===== config.mk =====
export PLATFORM = sky130hd
export DESIGN_NAME = compare_sequencer
export DESIGN_NICKNAME = d
export VERILOG_FILES = /design/src/rtl/compare_sequencer_pkg.sv /design/src/rtl/compare_sequencer_key_pulse.sv /design/src/rtl/compare_sequencer.sv
export SDC_FILE = /design/constraint.sdc
export NUM_CORES = 1
export LEC_CHECK = 0
export BUFFER_PORTS_ARGS = -buffer_cell sky130_fd_sc_hd__buf_4
export CORE_ASPECT_RATIO = 0.7
export CORE_UTILIZATION = 25
export CTS_BUF_LIST = sky130_fd_sc_hd__clkbuf_4 sky130_fd_sc_hd__clkbuf_8
export DETAILED_ROUTE_END_ITERATION = 16
export PLACE_DENSITY = 0.39
export SLEW_MARGIN = 0
export SYNTH_ARGS = -nofsm -noshare
export SYNTH_HDL_FRONTEND = slang
export SYNTH_HIERARCHICAL = 1
export SYNTH_SLANG_ARGS = --single-unit

===== constraint.sdc =====
create_clock -name clk -period 3.54 [get_ports clk]
set_clock_uncertainty 0.2 [all_clocks]
set_input_delay 0 -clock clk [delete_from_list [all_inputs] [get_ports clk]]
set_output_delay 0 -clock clk [all_outputs]
set_load 0.02 [all_outputs]

===== src/rtl/compare_sequencer_pkg.sv =====
// rtl/compare_sequencer_pkg.sv - shared state encodings and mode constants
// Purpose: state encodings for the compare sequencer FSM and the switch mode codes.
package compare_sequencer_pkg;

    typedef enum logic [2:0] {
        S_IDLE    = 3'd0,
        S_LOAD_A  = 3'd1,
        S_LOAD_B  = 3'd2,
        S_COMPARE = 3'd3,
        S_SHOW    = 3'd4,
        S_ERR     = 3'd5
    } state_e;

    localparam logic [1:0] MODE_UNS  = 2'b10;
    localparam logic [1:0] MODE_TWOS = 2'b11;

endpackage


===== src/rtl/compare_sequencer_key_pulse.sv =====
// rtl/compare_sequencer_key_pulse.sv - key synchronizer with single-pulse rising-edge detect
// Purpose: brings a raw asynchronous key level into the clk domain and emits one
//          clk-wide pulse per press, however long the key is held.
// Ports:
//   clk, reset  system clock, asynchronous active-high reset
//   key_raw     raw key level, asynchronous to clk
//   pulse       one-cycle pulse; high during the cycle before the acting edge
module key_pulse #(
    parameter int SYNC_STAGES = 2
) (
    input  logic clk,
    input  logic reset,
    input  logic key_raw,
    output logic pulse
);

    logic [SYNC_STAGES-1:0] sync_q, sync_d;
    logic                   prev_q, prev_d;

    always_comb begin
        sync_d = {sync_q[SYNC_STAGES-2:0], key_raw};
        prev_d = sync_q[SYNC_STAGES-1];
    end

    always_ff @(posedge clk or posedge reset) begin
        if (reset) begin
            sync_q <= '0;
            prev_q <= 1'b0;
        end else begin
            sync_q <= sync_d;
            prev_q <= prev_d;
        end
    end

    // Decoded from flops only, so the FSM sees no combinational path from the key pin.
    assign pulse = sync_q[SYNC_STAGES-1] & ~prev_q;

endmodule


===== src/rtl/compare_sequencer.sv =====
// rtl/compare_sequencer.sv - operand entry / compare / result latch sequencer
// Purpose: steps the user through entering operand A and B from switches, drives the
//          comparator, latches its lt/eq/gt result and blinks the operand being entered.
// Ports:
//   clk, reset               system clock, asynchronous active-high reset
//   sw_data, sw_mode         operand value and compare mode from switches
//   key_load, key_clear      raw buttons (asynchronous levels)
//   cmp_lt/eq/gt             comparator results (op_b relative to op_a)
//   op_a, op_b, is_twos      registered comparator operands and mode
//   res_lt/eq/gt, res_valid  latched result for the LEDs
//   err                      invalid mode captured
//   disp_en_a, disp_en_b     HEX enables (blinking while that operand is entered)
//   state_o                  current state encoding
module compare_sequencer
    import compare_sequencer_pkg::*;
#(
    parameter int WIDTH       = 4,
    parameter int SYNC_STAGES = 2,
    parameter int BLINK_DIV   = 25_000_000
) (
    input  logic             clk,
    input  logic             reset,
    input  logic [WIDTH-1:0] sw_data,
    input  logic [1:0]       sw_mode,
    input  logic             key_load,
    input  logic             key_clear,
    input  logic             cmp_lt,
    input  logic             cmp_eq,
    input  logic             cmp_gt,
    output logic [WIDTH-1:0] op_a,
    output logic [WIDTH-1:0] op_b,
    output logic             is_twos,
    output logic             res_lt,
    output logic             res_eq,
    output logic             res_gt,
    output logic             res_valid,
    output logic             err,
    output logic             disp_en_a,
    output logic             disp_en_b,
    output logic [2:0]       state_o
);

    localparam int              CNT_W   = (BLINK_DIV > 2) ? $clog2(BLINK_DIV) : 1;
    localparam logic [CNT_W-1:0] CNT_MAX = CNT_W'(BLINK_DIV - 1);

    logic load_pulse, clear_pulse;

    key_pulse #(.SYNC_STAGES(SYNC_STAGES)) u_load (
        .clk(clk), .reset(reset), .key_raw(key_load), .pulse(load_pulse)
    );
    key_pulse #(.SYNC_STAGES(SYNC_STAGES)) u_clear (
        .clk(clk), .reset(reset), .key_raw(key_clear), .pulse(clear_pulse)
    );

    state_e           state_q, state_d;
    logic [WIDTH-1:0] op_a_q, op_a_d, op_b_q, op_b_d;
    logic             is_twos_q, is_twos_d;
    logic [2:0]       res_q, res_d;          // {lt, eq, gt}
    logic             res_valid_q, res_valid_d;
    logic             err_q, err_d;
    logic [CNT_W-1:0] cnt_q, cnt_d;
    logic             phase_q, phase_d;

    always_comb begin
        state_d     = state_q;
        op_a_d      = op_a_q;
        op_b_d      = op_b_q;
        is_twos_d   = is_twos_q;
        res_d       = res_q;
        res_valid_d = res_valid_q;
        err_d       = err_q;

        if (clear_pulse) begin
            // Clear beats a simultaneous load; operands are kept.
            state_d     = S_IDLE;
            res_d       = 3'b000;
            res_valid_d = 1'b0;
            err_d       = 1'b0;
        end else begin
            case (state_q)
                S_IDLE: if (load_pulse) begin
                    state_d     = S_LOAD_A;
                    res_d       = 3'b000;
                    res_valid_d = 1'b0;
                    err_d       = 1'b0;
                end
                S_LOAD_A: if (load_pulse) begin
                    op_a_d  = sw_data;
                    state_d = S_LOAD_B;
                end
                S_LOAD_B: if (load_pulse) begin
                    op_b_d = sw_data;
                    if (sw_mode == MODE_UNS || sw_mode == MODE_TWOS) begin
                        is_twos_d = (sw_mode == MODE_TWOS);
                        state_d   = S_COMPARE;
                    end else begin
                        err_d   = 1'b1;
                        state_d = S_ERR;
                    end
                end
                // One settle cycle; loads arriving here are dropped.
                S_COMPARE: begin
                    res_d       = {cmp_lt, cmp_eq, cmp_gt};
                    res_valid_d = 1'b1;
                    state_d     = S_SHOW;
                end
                S_SHOW: if (load_pulse) begin
                    state_d     = S_LOAD_A;
                    res_d       = 3'b000;
                    res_valid_d = 1'b0;
                    err_d       = 1'b0;
                end
                S_ERR: if (load_pulse) begin
                    state_d = S_LOAD_A;
                    err_d   = 1'b0;
                end
                default: state_d = S_IDLE;
            endcase
        end
    end

    // Blink timebase restarts on every state change so the newly entered operand
    // always begins visible.
    always_comb begin
        cnt_d   = cnt_q;
        phase_d = phase_q;
        if (state_d != state_q) begin
            cnt_d   = '0;
            phase_d = 1'b1;
        end else if (cnt_q == CNT_MAX) begin
            cnt_d   = '0;
            phase_d = ~phase_q;
        end else begin
            cnt_d = cnt_q + CNT_W'(1);
        end
    end

    always_ff @(posedge clk or posedge reset) begin
        if (reset) begin
            state_q     <= S_IDLE;
            op_a_q      <= '0;
            op_b_q      <= '0;
            is_twos_q   <= 1'b0;
            res_q       <= 3'b000;
            res_valid_q <= 1'b0;
            err_q       <= 1'b0;
            cnt_q       <= '0;
            phase_q     <= 1'b1;
        end else begin
            state_q     <= state_d;
            op_a_q      <= op_a_d;
            op_b_q      <= op_b_d;
            is_twos_q   <= is_twos_d;
            res_q       <= res_d;
            res_valid_q <= res_valid_d;
            err_q       <= err_d;
            cnt_q       <= cnt_d;
            phase_q     <= phase_d;
        end
    end

    assign op_a      = op_a_q;
    assign op_b      = op_b_q;
    assign is_twos   = is_twos_q;
    assign res_lt    = res_q[2];
    assign res_eq    = res_q[1];
    assign res_gt    = res_q[0];
    assign res_valid = res_valid_q;
    assign err       = err_q;
    assign disp_en_a = (state_q == S_LOAD_A) ? phase_q : 1'b1;
    assign disp_en_b = (state_q == S_LOAD_B) ? phase_q : 1'b1;
    assign state_o   = state_q;

endmodule

; ---- After elaboration in Yosys (flattened, before gate mapping)
; Index checks and enable logic that the tools add are counted.
[totals]
regBits = 49
input_bits = 13
out_inout_bits = 19
word_cells = 67
[classes]
addsub = 1
eq_ne = 13
muxes = 22
n_bitwise = 6
reduce_logical = 12
[op_table]
columns = cell, n
row1 = $mux W25, 2
row2 = $add A25 B1 Y25 const B, 1
row3 = $eq A25 B25 Y1 const B, 1
row4 = $mux W3, 7
row5 = $pmux W3 S4, 1
row6 = $mux W1, 9
row7 = $reduce_and A4 Y1, 2
row8 = $eq A3 B2 Y1 const B, 2
row9 = $eq A3 B3 Y1 const B, 2
row10 = $ne A3 B1 Y1 const B, 2
row11 = $ne A3 B3 Y1 const B, 2
row12 = $pmux W3 S2, 1
row13 = $reduce_and A3 Y1, 2
row14 = $reduce_bool A3 Y1, 2
row15 = $eq A2 B2 Y1 const B, 2
row16 = $not A1 Y1, 4
row17 = $pmux W1 S2, 2
row18 = $eq A3 B1 Y1 const B, 1
row19 = $logic_not A3 Y1, 1
row20 = $ne A3 B3 Y1, 1
row21 = $reduce_or A3 Y1, 1
row22 = $and A1 B1 Y1, 2
row23 = $reduce_and A2 Y1, 1
row24 = $reduce_bool A2 Y1, 1
row25 = 2 further kinds, 2

; ---- Depth between registers and ports, before layout
; Gate-level depths: netlist (run 1).
[logic_depth]
word_depth = 8
depth_mapped = 7
ltp_nobuf = 5

; ---- By module
; Netlist (run 1), hierarchy kept.
[modules_own_cells]
columns = module, n_inst, cells_per_inst, area_per_inst_um2, seq_area_each_um2
row1 = compare_sequencer, 1, 206, 2142.1, 1077.3
row2 = key_pulse, 2, 5, 92.6, 75.1

; ---- Worst setup path after synthesis (run 1)
; No wires, ideal clock.
[synth_timing]
path_kind = reg2reg
from = register state_q[2] (netlist: state_o[2])
to = register cnt_q[21]
setup_time_ns = 0.077
arrival_time_ns = 1.674
required_ns = 3.263
path_slack_ns = 1.588
path_stages_with_launch = 7
n_path_buf = 2
synth_period_minus_slack_ns = 1.952
cell_sequence = dfrtp_1 > clkbuf_1 > o21a_1 > o31ai_1 > o31ai_4 > buf_2 > a21oi_1
[synth_via]
elab_chain_len = 6
elab_cells_between_ends = 14
cone_classes = eq/ne (6) / mux (6) / reduce/logical (2)
[synth_rtl]
columns = element, line
row1 = "start, declared", compare_sequencer.sv:55  ; state_e state_q, state_d;
row2 = "start signal, assigned", compare_sequencer.sv:150  ; state_q <= state_d;
row3 = $eq A3 B3 Y1 or $logic_not A3 Y1 (tied branches), compare_sequencer.sv:80  ; case (state_q)
row4 = $reduce_or A3 Y1 (no source line), -
row5 = $pmux W3 S4, compare_sequencer.sv:80
row6 = $mux W3, compare_sequencer.sv:73  ; if (clear_pulse) begin
row7 = $ne A3 B3 Y1 (*), compare_sequencer.sv:127  ; if (state_d != state_q) begin
row8 = $mux W25 (*), compare_sequencer.sv:127
row9 = net cnt_d[21], compare_sequencer.sv:61  ; logic [CNT_W-1:0] cnt_q, cnt_d;
row10 = "end signal, assigned", compare_sequencer.sv:157  ; cnt_q <= cnt_d;
row11 = "end, declared", compare_sequencer.sv:61
; The timed path passes the listed nets; every way through them passes the cells marked *.
; A chain may end at the register's enable or synchronous reset.

; ---- Final worst setup path (run 1)
[layout_timing]
from = register cnt_q[0]
to = register cnt_q[24]
[layout_via]
elab_chain_len = 3
elab_cells_between_ends = 4
cone_classes = add/sub (1) / eq/ne (1) / mux (2)
[layout_rtl]
columns = element, line
row1 = $add A25 B1 Y25 or $eq A25 B25 Y1 (tied branches), "compare_sequencer.sv:134, compare_sequencer.sv:130"
row2 = $mux W25 (*), compare_sequencer.sv:130  ; end else if (cnt_q == CNT_MAX) begin
row3 = $mux W25 (*), compare_sequencer.sv:127
row4 = net cnt_d[24], compare_sequencer.sv:61
; Marks and branches as above.

==> results.cfg, run 1 <==
[synthesis]
ys_seq_area_share_pct = 52.7
ys_warn_count = 6
synth_nets = 230
syn-cell-area_um2 = 2330
synth_top_family_by_area = simple AND/OR/NAND/NOR gates
synth_enable_flop_cells = 0
synthCells = 216
synth-adder-area-share_pct = 0.538
synth_compound_area_share_pct = 9.30
synth_xor_area_share_pct = 5.27
synthMuxAreaShare_pct = 4.78
synth-simple-area-share_pct = 24.3
synth_cell_types = 43
ys.flop_type = dfrtp_1
synth_seq_cells = 49
async_flop_share_pct = 100
syn_area_per_cell_um2 = 10.8

[finish]
diodes = 0
fin_nets = 273
ff_latch_area_um2 = 1230
syn2layout_area_growth_pct = 25.9
multiInputGateArea_um2 = 1030
fillers = 938
drive_gt1_share_pct = 23.5

[timing]
period_needed_ns = 2.49
finalSetupTns_ns = 0
setup_viol = 0
rsz0062_at_grt = false
fmax_mhz = 402
max_slew.worst_pin.slew_ns = 0.982
slew_headroom_pct = 34.6
hold_viol = 0
fin_crit_sh_pct = 70.3
final_max_slew_viol_count = 0

[grt]
gr-usage-met2_pct = 15.3
grt_usage_pct = 11.8
grtUsageMet3_pct = 3.64
grt_use_met1_pct = 18.0
first_global_vias = 1688
grt_max_degree = 44
grt-ovfl-total = 0
grt_busiest_layer = met1
grt_antenna_before_repair = 0
grt_pass1_wl_mm = 8.87

[pwr]
power.total_mw = 1.39
power.density_nw_per_um2 = 474
p_leak_nw = 1.26
ir_drop_v = 0.000191

[setup_path]
crit_type = reg2reg
critPathLaunchType = flip-flop
end_kind = flip-flop
worstPathRequired_ns = 3.53
crit_fanout = 13
arrival_ns = 2.48

[flow_run]
maxCapViolations = 0

[cts]
cts_buffers = 5
root_buffer = clkbuf_8
cts.sinks = 49
cts_tree = done
worstSkewPairLatency_ns = 0.31
cts_resized = 0
clockBufferDepth = 2
cts_max_level = 2
cts_setup_buffers = 0
hold_buffers = 14
clk_transition_reported_paths_ns = 0.09

[placement]
gp_congestion = 0.681
place_hpwl_mm = 3.53
io_buffers = 31

[route]
drc = 0
drt-initial-drc-count = 83
final_antenna_net_count = 0
wl_mm = 5.29
dr.pass1.iters = 4
num_vias = 1701
wl_per_cell_um = 13.8
post_drt_via_cell_ratio = 4.43

[die]
fp.dieH_um = 82.7
std_cell_rows = 29
die-area_um2 = 9710
ioPinCount = 32
core_area_um2 = 9030
fp.dieW_um = 117
initial_core_util_pct = 25.8

[outcome]
outcome = finished clean

[worst_hold_path]
holdCritPathClass = in2reg
[through the flow]
| stage | instances | area (µm²) | hold WS, ns | utilization (%) | setup WS [ns] |
|---|---|---|---|---|---|
| after global routing | 384 | 2930 | 0.140 | 32.4 | 0.837 |
| after global placement | 362 | 2670 | -0.297 | 29.6 | 1.11 |
| final | 384 | 2930 | 0.147 | 32.4 | 1.05 |
| after CTS | 384 | 2930 | 0.125 | 32.4 | 1.03 |
| after floorplan | 216 | 2330 | -0.446 | - | 1.59 |
| after detailed placement | 362 | 2670 | -0.300 | 29.6 | 1.05 |
[cells by family (layout without fill, tap and decap cells)]
| family | Yosys count | after routing |
|---|---|---|
| compound gates | 33 | 33 |
| flops | 49 | 49 |
| mux | 10 | 10 |
| simple gates | 94 | 94 |
| fa+ha+maj | 1 | 1 |
| xor+xnor | 14 | 14 |
| buf+inv | 15 | 59 |
[critical path: stages, from the launching register on]
cell and delay (ns):
dfrtp_1 0.39, ha_1 0.24, and4_1 0.38, nand2_1 0.21
o31ai_4 0.58, buf_4 0.31, a21oi_1 0.06
[registers in the layout, summed over array words and instances (netlist names)]
register,cells
is_twos,1
phase_q,1
state_o,3
cnt_q,25
u_clear/sync_q,2
err,1
op_a,4
res_q,3
u_load/prev_q,1
res_valid,1
u_clear/prev_q,1
u_load/sync_q,2
op_b,4
[layout by cell type (no fill, tap or decap), types with 4 or more instances in the layout]
| master | netlist | routed |
|---|---|---|
| clkbuf_8 | 0 | 6 |
| nor2b_1 | 6 | 6 |
| nor2_1 | 20 | 20 |
| xnor2_1 | 4 | 4 |
| nand2_1 | 12 | 12 |
| a21oi_1 | 12 | 12 |
| and3_1 | 4 | 4 |
| o21ai_0 | 6 | 6 |
| buf_4 | 1 | 32 |
| or4_1 | 5 | 5 |
| nand4_1 | 10 | 10 |
| dfrtp_1 | 48 | 48 |
| o31ai_1 | 6 | 6 |
| or3_1 | 6 | 6 |
| nand3_1 | 8 | 8 |
| xor2_1 | 10 | 10 |
| dlygate4sd3_1 | 0 | 14 |
| mux2_2 | 9 | 9 |
| inv_1 | 5 | 4 |
[area by class of cell]
type                       instances  area share [%]
clock buffer                       6            2.82
multi-input combinational        152            35.1
tap                              124            5.29
inverter                           5           0.640
timing repair buffer              46            13.0
sequential                        49            41.9
clock inverter                     2            1.28
[cell usage after synthesis (2+ instances only)]
| cell type | n | area share (%) |
|---|---|---|
| a21oi_1 | 12 | 2.6 |
| a22o_1 | 3 | 1.1 |
| and3_1 | 4 | 1.1 |
| and4_1 | 3 | 1.1 |
| buf_2 | 3 | 0.64 |
| clkbuf_1 | 5 | 0.81 |
| dfrtp_1 | 48 | 52 |
| inv_1 | 5 | 0.81 |
| mux2_2 | 9 | 4.4 |
| nand2_1 | 12 | 1.9 |
| nand3_1 | 8 | 1.7 |
| nand4_1 | 10 | 2.7 |
| nand4_2 | 3 | 1.6 |
| nor2_1 | 20 | 3.2 |
| nor2b_1 | 6 | 1.6 |
| nor2b_4 | 2 | 1.2 |
| nor3_1 | 2 | 0.43 |
| nor3b_1 | 2 | 0.64 |
| nor4_1 | 3 | 0.81 |
| o21ai_0 | 6 | 1.3 |
| o31ai_1 | 6 | 1.9 |
| or3_1 | 6 | 1.6 |
| or4_1 | 5 | 1.6 |
| or4b_2 | 2 | 0.86 |
| xnor2_1 | 4 | 1.5 |
| xor2_1 | 10 | 3.8 |
[path summary, 6_finish.rpt]
check / cells after the start / slack (ns) / start / end
setup / recovery: 6 / 1.05 / cnt_q[0] / cnt_q[24]
hold / removal: 2 / 0.15 / key_clear / u_clear/sync_q[0]
setup reg to reg: 6 / 1.05 / cnt_q[0] / cnt_q[24]
hold reg to reg: 0 / 0.16 / u_clear/sync_q[0] / u_clear/sync_q[1]
max in group asynchronous: 3 / 2.24 / reset / cnt_q[7]
min in group asynchronous: 3 / 0.27 / reset / state_o[0]
[power by group]
group / leakage (nW) / total [mW] / switching [mW] / internal [mW]
Clock: 0.0574 / 0.426 / 0.196 / 0.230
Combinational: 0.561 / 0.284 / 0.145 / 0.139
Sequential: 0.643 / 0.678 / 0.0546 / 0.624
[per-layer routing]
layer / share of wire, % / up-vias
met5: 0 / -
met4: 0.94 / 0
met3: 3.3 / 5
met2: 38 / 16
met1: 57 / 821
li1: - / 859
Note: power is estimated with default switching activity, not from simulation.
==> run 2: changes to the inputs <==
==> constraint.sdc (replaced) <==
create_clock -name clk -period 2.4 [get_ports clk]
set_clock_uncertainty 0.2 [all_clocks]
set_input_delay 0 -clock clk [delete_from_list [all_inputs] [get_ports clk]]
set_output_delay 0 -clock clk [all_outputs]
set_load 0.02 [all_outputs]
==> run 2 against run 1 <==
Count of clock-buffer cells in the layout increased by 1; routed wire length decreased by 0.38%; non-clock buffer count increased by 7; via count increased by 2.6%; largest cell class unchanged; highest routed layer unchanged.
==> results.cfg, run 2 (synthesized netlist as in run 1, its figures left out) <==
[outcome]
outcome = finished clean

[timing]
finalSetupTns_ns = 0
max_slew.worst_pin.slew_ns = 0.540
period_needed_ns = 2.20
hold_viol = 0
fmax_mhz = 454
final_max_slew_viol_count = 0
fin_crit_sh_pct = 91.8
fin_ws_ns = 0.196
slew_headroom_pct = 63.7
rsz0062_at_grt = false
setup_viol = 0

[route]
num_vias = 1746
dr.pass1.iters = 4
drt-initial-drc-count = 104
post_drt_via_cell_ratio = 4.47
wl_mm = 5.27
wl_per_cell_um = 13.5
final_antenna_net_count = 0
drc = 0

[setup_path]
worstPathRequired_ns = 2.39
crit_path_cell_trace = nor2b_1, nand4_1, mux2_2, dlygate4sd3_1
crit_type = reg2reg
crit_fanout = 14
max_stage_delay_ns = 0.59
r2r_setup_slack_ns = 0.20
arrival_ns = 2.20
critPathLaunchType = flip-flop
end_kind = flip-flop
critical_path.slowest_cell = dfrtp_1

[grt]
grt_max_degree = 26
grt_pass1_wl_mm = 8.74
first_global_vias = 1675
grt_antenna_before_repair = 0
grt_usage_pct = 11.6
grt-ovfl-total = 0

[placement]
io_buffers = 31
gp_congestion = 0.695
dp_slack_ns = 0.271
place_hpwl_mm = 3.63

[pwr]
p_leak_nw = 1.31
clkPwrFrac_pct = 30.4
netSwitchingFraction_pct = 27.7
ir_drop_v = 0.000467
p_comb_share_pct = 21.4
p_int_mw = 1.49
power.total_mw = 2.06
power.density_nw_per_um2 = 687
power_switching_mw = 0.570
power.share.sequential_pct = 48.2

[die]
initial_core_util_pct = 25.8
fp.dieW_um = 117
die-area_um2 = 9710
core_area_um2 = 9030
std_cell_rows = 29
fp.dieH_um = 82.7
ioPinCount = 32

[cts]
clockBufferDepth = 2
cts_resized = 0
cts_tree = done
root_buffer = clkbuf_8
cts.sinks = 49
worstSkewPairLatency_ns = 0.30
clk_transition_reported_paths_ns = 0.09
cts_buffers = 5
cts_max_level = 2

[finish]
drive_gt1_share_pct = 25.5
mostFrequentLayoutCell = dfrtp_1
syn2layout_area_growth_pct = 28.7
fillers = 953
ff_latch_area_um2 = 1230
final_cell_mix = dfrtp_1 (48), buf_4 (38), nor2_1 (20), dlygate4sd3_1 (14)
diodes = 0
top_register = cnt_q
multiInputGateArea_um2 = 1030
largest_reg_flops = 25
fin_nets = 280

[worst_hold_path]
holdCritPathClass = in2async

[flow_run]
maxCapViolations = 0
-- run 2: cell types whose count changed in the layout (fill, tap and decap cells not counted), sizes merged --
cell,previous run,this run
clkinvlp,1,0
clkbuf,6,7
buf,32,39
-- run 2: worst max-delay path, delay by kind of cell (launching register included) --
family | cells | cell delay, ns
flip-flops | 1 | 0.59
buffers and inverters | 1 | 0.56
AND/OR/NAND/NOR | 2 | 0.46
multiplexers | 1 | 0.28
-- run 2: power groups by stage --
stage	logic [mW]	registers [mW]	clock network, mW
floorplan	0.164	1.08	0
global placement	0.426	1.01	0
detailed placement	0.427	1.01	0
CTS	0.449	0.993	0.661
global route	0.487	1.01	0.691
finish	0.441	0.992	0.626
-- run 2: per-stage QoR --
stage | utilization (%) | hold slack (ns) | instances | instance area (µm²)
finish | 33.2 | 0.0667 | 391 | 3000
global placement | 30.3 | -0.298 | 369 | 2740
detailed placement | 30.3 | -0.298 | 369 | 2740
floorplan | - | -0.446 | 216 | 2330
global route | 33.2 | 0.0880 | 391 | 3000
CTS | 33.2 | 0.0594 | 391 | 3000
-- run 2: layer usage --
metal / GRT usage [%] / share of wire, %
met5: 0 / 0
met2: 15.5 / 40
met1: 17.4 / 56
met4: 3.51 / 0.64
met3: 3.37 / 3.4
-- run 2: path summary, 6_finish.rpt --
| kind | from | to | cells after the start |
|---|---|---|---|
| setup / recovery | state_o[1] | is_twos | 4 |
| hold / removal | reset | state_o[1] | 3 |
| setup reg to reg | state_o[1] | is_twos | 4 |
| hold reg to reg | u_load/sync_q[0] | u_load/sync_q[1] | 0 |
| max in group asynchronous | reset | u_clear/sync_q[0] | 4 |
| min in group clk | u_load/sync_q[0] | u_load/sync_q[1] | 0 |
-- run 2: final cells by class --
class,instances,share of cell area [%]
clock buffers,7,3.01
well taps,124,5.18
clock inverters,1,1.00
multi-input cells,152,34.3
inverters,5,0.627
repair buffers,53,14.9
flip-flops and latches,49,41.0
-- run 2: what timing repair did --
action / CTS / global route
hold endpoints to repair: 65 / 0
hold buffers: 14 / 0
buffers inserted: 0 / 0
==> run 3: changes to the inputs <==
--- a/config.mk
+++ b/config.mk
@@ -5,12 +5,12 @@
 export SDC_FILE = /design/constraint.sdc
 export NUM_CORES = 1
 export LEC_CHECK = 0
-export BUFFER_PORTS_ARGS = -buffer_cell sky130_fd_sc_hd__buf_4
 export CORE_ASPECT_RATIO = 0.7
 export CORE_UTILIZATION = 25
 export CTS_BUF_LIST = sky130_fd_sc_hd__clkbuf_4 sky130_fd_sc_hd__clkbuf_8
 export DETAILED_ROUTE_END_ITERATION = 16
-export PLACE_DENSITY = 0.39
+export DONT_BUFFER_PORTS = 1
+export PLACE_DENSITY = 0.36
 export SLEW_MARGIN = 0
 export SYNTH_ARGS = -nofsm -noshare
 export SYNTH_HDL_FRONTEND = slang
==> run 3 against run 2 <==
Clock power rose by 2%; hold slack got worse by 0.023 ns; first-iteration DRC count down 20%; sequential share of layout area up 3.5 points; worst setup slack hardly changed; global-route usage barely moved; final area shrank 7.8%; combinational power down 46%; critical path type unchanged; largest power group unchanged; highest routed layer unchanged.
==> results.cfg, run 3 (synthesized netlist as in run 1, its figures left out) <==
[grt]
grt_usage_pct = 11.6
grt_pass1_wl_mm = 8.56
grt_max_degree = 44
grt_antenna_before_repair = 0
grt-ovfl-total = 0
first_global_vias = 1560

[timing]
period_needed_ns = 2.20
max_slew.worst_pin.slew_ns = 0.943
fin_crit_sh_pct = 91.8
setup_viol = 0
rsz0062_at_grt = false
finalSetupTns_ns = 0
final_max_slew_viol_count = 0
fin_ws_ns = 0.196
hold_viol = 0
slew_headroom_pct = 37.1
fmax_mhz = 454

[pwr]
p_leak_nw = 1.15
power.total_mw = 1.96
ir_drop_v = 0.000419
power.density_nw_per_um2 = 709

[outcome]
outcome = finished clean

[cts]
cts.sinks = 49
clk_transition_reported_paths_ns = 0.09
cts_tree = done
root_buffer = clkbuf_8
cts_buffers = 5
clockBufferDepth = 2
cts_max_level = 2
worstSkewPairLatency_ns = 0.31

[die]
core_area_um2 = 9030
ioPinCount = 32
std_cell_rows = 29
fp.dieH_um = 82.7
die-area_um2 = 9710
initial_core_util_pct = 25.8
fp.dieW_um = 117

[finish]
fin_util_pct = 30.6
fillers = 937
final_area_um2 = 2760
diodes = 0
fin_nets = 250
drive_gt1_share_pct = 16.0
syn2layout_area_growth_pct = 18.7
final_cell_mix = dfrtp_1 (48), nor2_1 (20), dlygate4sd3_1 (15), nand2_1 (12), a21oi_1 (12)
mostFrequentLayoutCell = dfrtp_1
top_register = cnt_q
largest_reg_flops = 25

[setup_path]
critPathLaunchType = flip-flop
crit_fanout = 9
worstPathRequired_ns = 2.40
arrival_ns = 2.20
reg2reg_from = state_o[2]
crit_type = reg2reg
startpoint = state_o[2]
end_kind = flip-flop

[route]
dr.pass1.iters = 4
wl_per_cell_um = 14.6
drt-initial-drc-count = 83
drc = 0
final_antenna_net_count = 0
wl_mm = 5.29
post_drt_via_cell_ratio = 4.58
num_vias = 1654

[placement]
place_hpwl_mm = 3.66
gp_congestion = 0.651
dp_slack_ns = 0.253
io_buffers = 0
place_area_um2 = 2490

[worst_hold_path]
holdCritPathClass = in2reg
holdCritStartpoint = key_clear

[flow_run]
maxCapViolations = 0
run 3: worst max-delay path, cell delays in order, from the launching register on:
cell and delay (ns):
dfrtp_1 0.50, buf_4 0.22, nor2_1 0.20, nand4_1 0.13, mux2_2 0.28, dlygate4sd3_1 0.55
run 3: final timing paths:
check                                          to  slack [ns]  cells after the start
worst max-delay path                      is_twos        0.20                      5
worst min-delay path            u_clear/sync_q[0]        0.04                      1
worst max register to register            is_twos        0.20                      5
worst min register to register  u_clear/sync_q[1]        0.15                      0
max in group asynchronous                cnt_q[4]        0.66                      3
min in group asynchronous          u_clear/prev_q        0.40                      3
run 3: layout make-up:
type                       instances  area (µm²)  area share, %
clock buffer                       7        90.1           3.26
clock inverter                     1        30.0           1.09
inverter                           5        18.8          0.679
multi-input combinational        152        1030           37.3
sequential                        49        1230           44.4
tap                              124         155           5.62
timing repair buffer              23         210           7.61
run 3: repair_timing:
item / in CTS / in global routing
resized for setup: 0 / 1
buffers inserted: 0 / 0
setup endpoints to repair: 0 / 1
hold endpoints to repair: 65 / 0
hold buffers: 15 / 0
run 3: per-layer routing:
layer | track usage (%) | part of all wire (%) | vias to the layer above
met5 | 0 | 0 | -
met4 | 3.51 | 0.87 | 0
met3 | 3.71 | 5.8 | 4
met2 | 14.0 | 37 | 26
met1 | 18.3 | 57 | 803
li1 | - | - | 821
run 3: where the power goes:
group	internal [mW]	switching, mW
clock network	0.352	0.290
registers	0.920	0.163
logic	0.119	0.116
run 3: stage by stage:
| step | cells | hold slack [ns] |
|---|---|---|
| floorplan | 216 | -0.446 |
| global placement | 338 | -0.436 |
| detailed placement | 338 | -0.435 |
| CTS | 361 | 0.0292 |
| global route | 361 | 0.0299 |
| finish | 361 | 0.0432 |
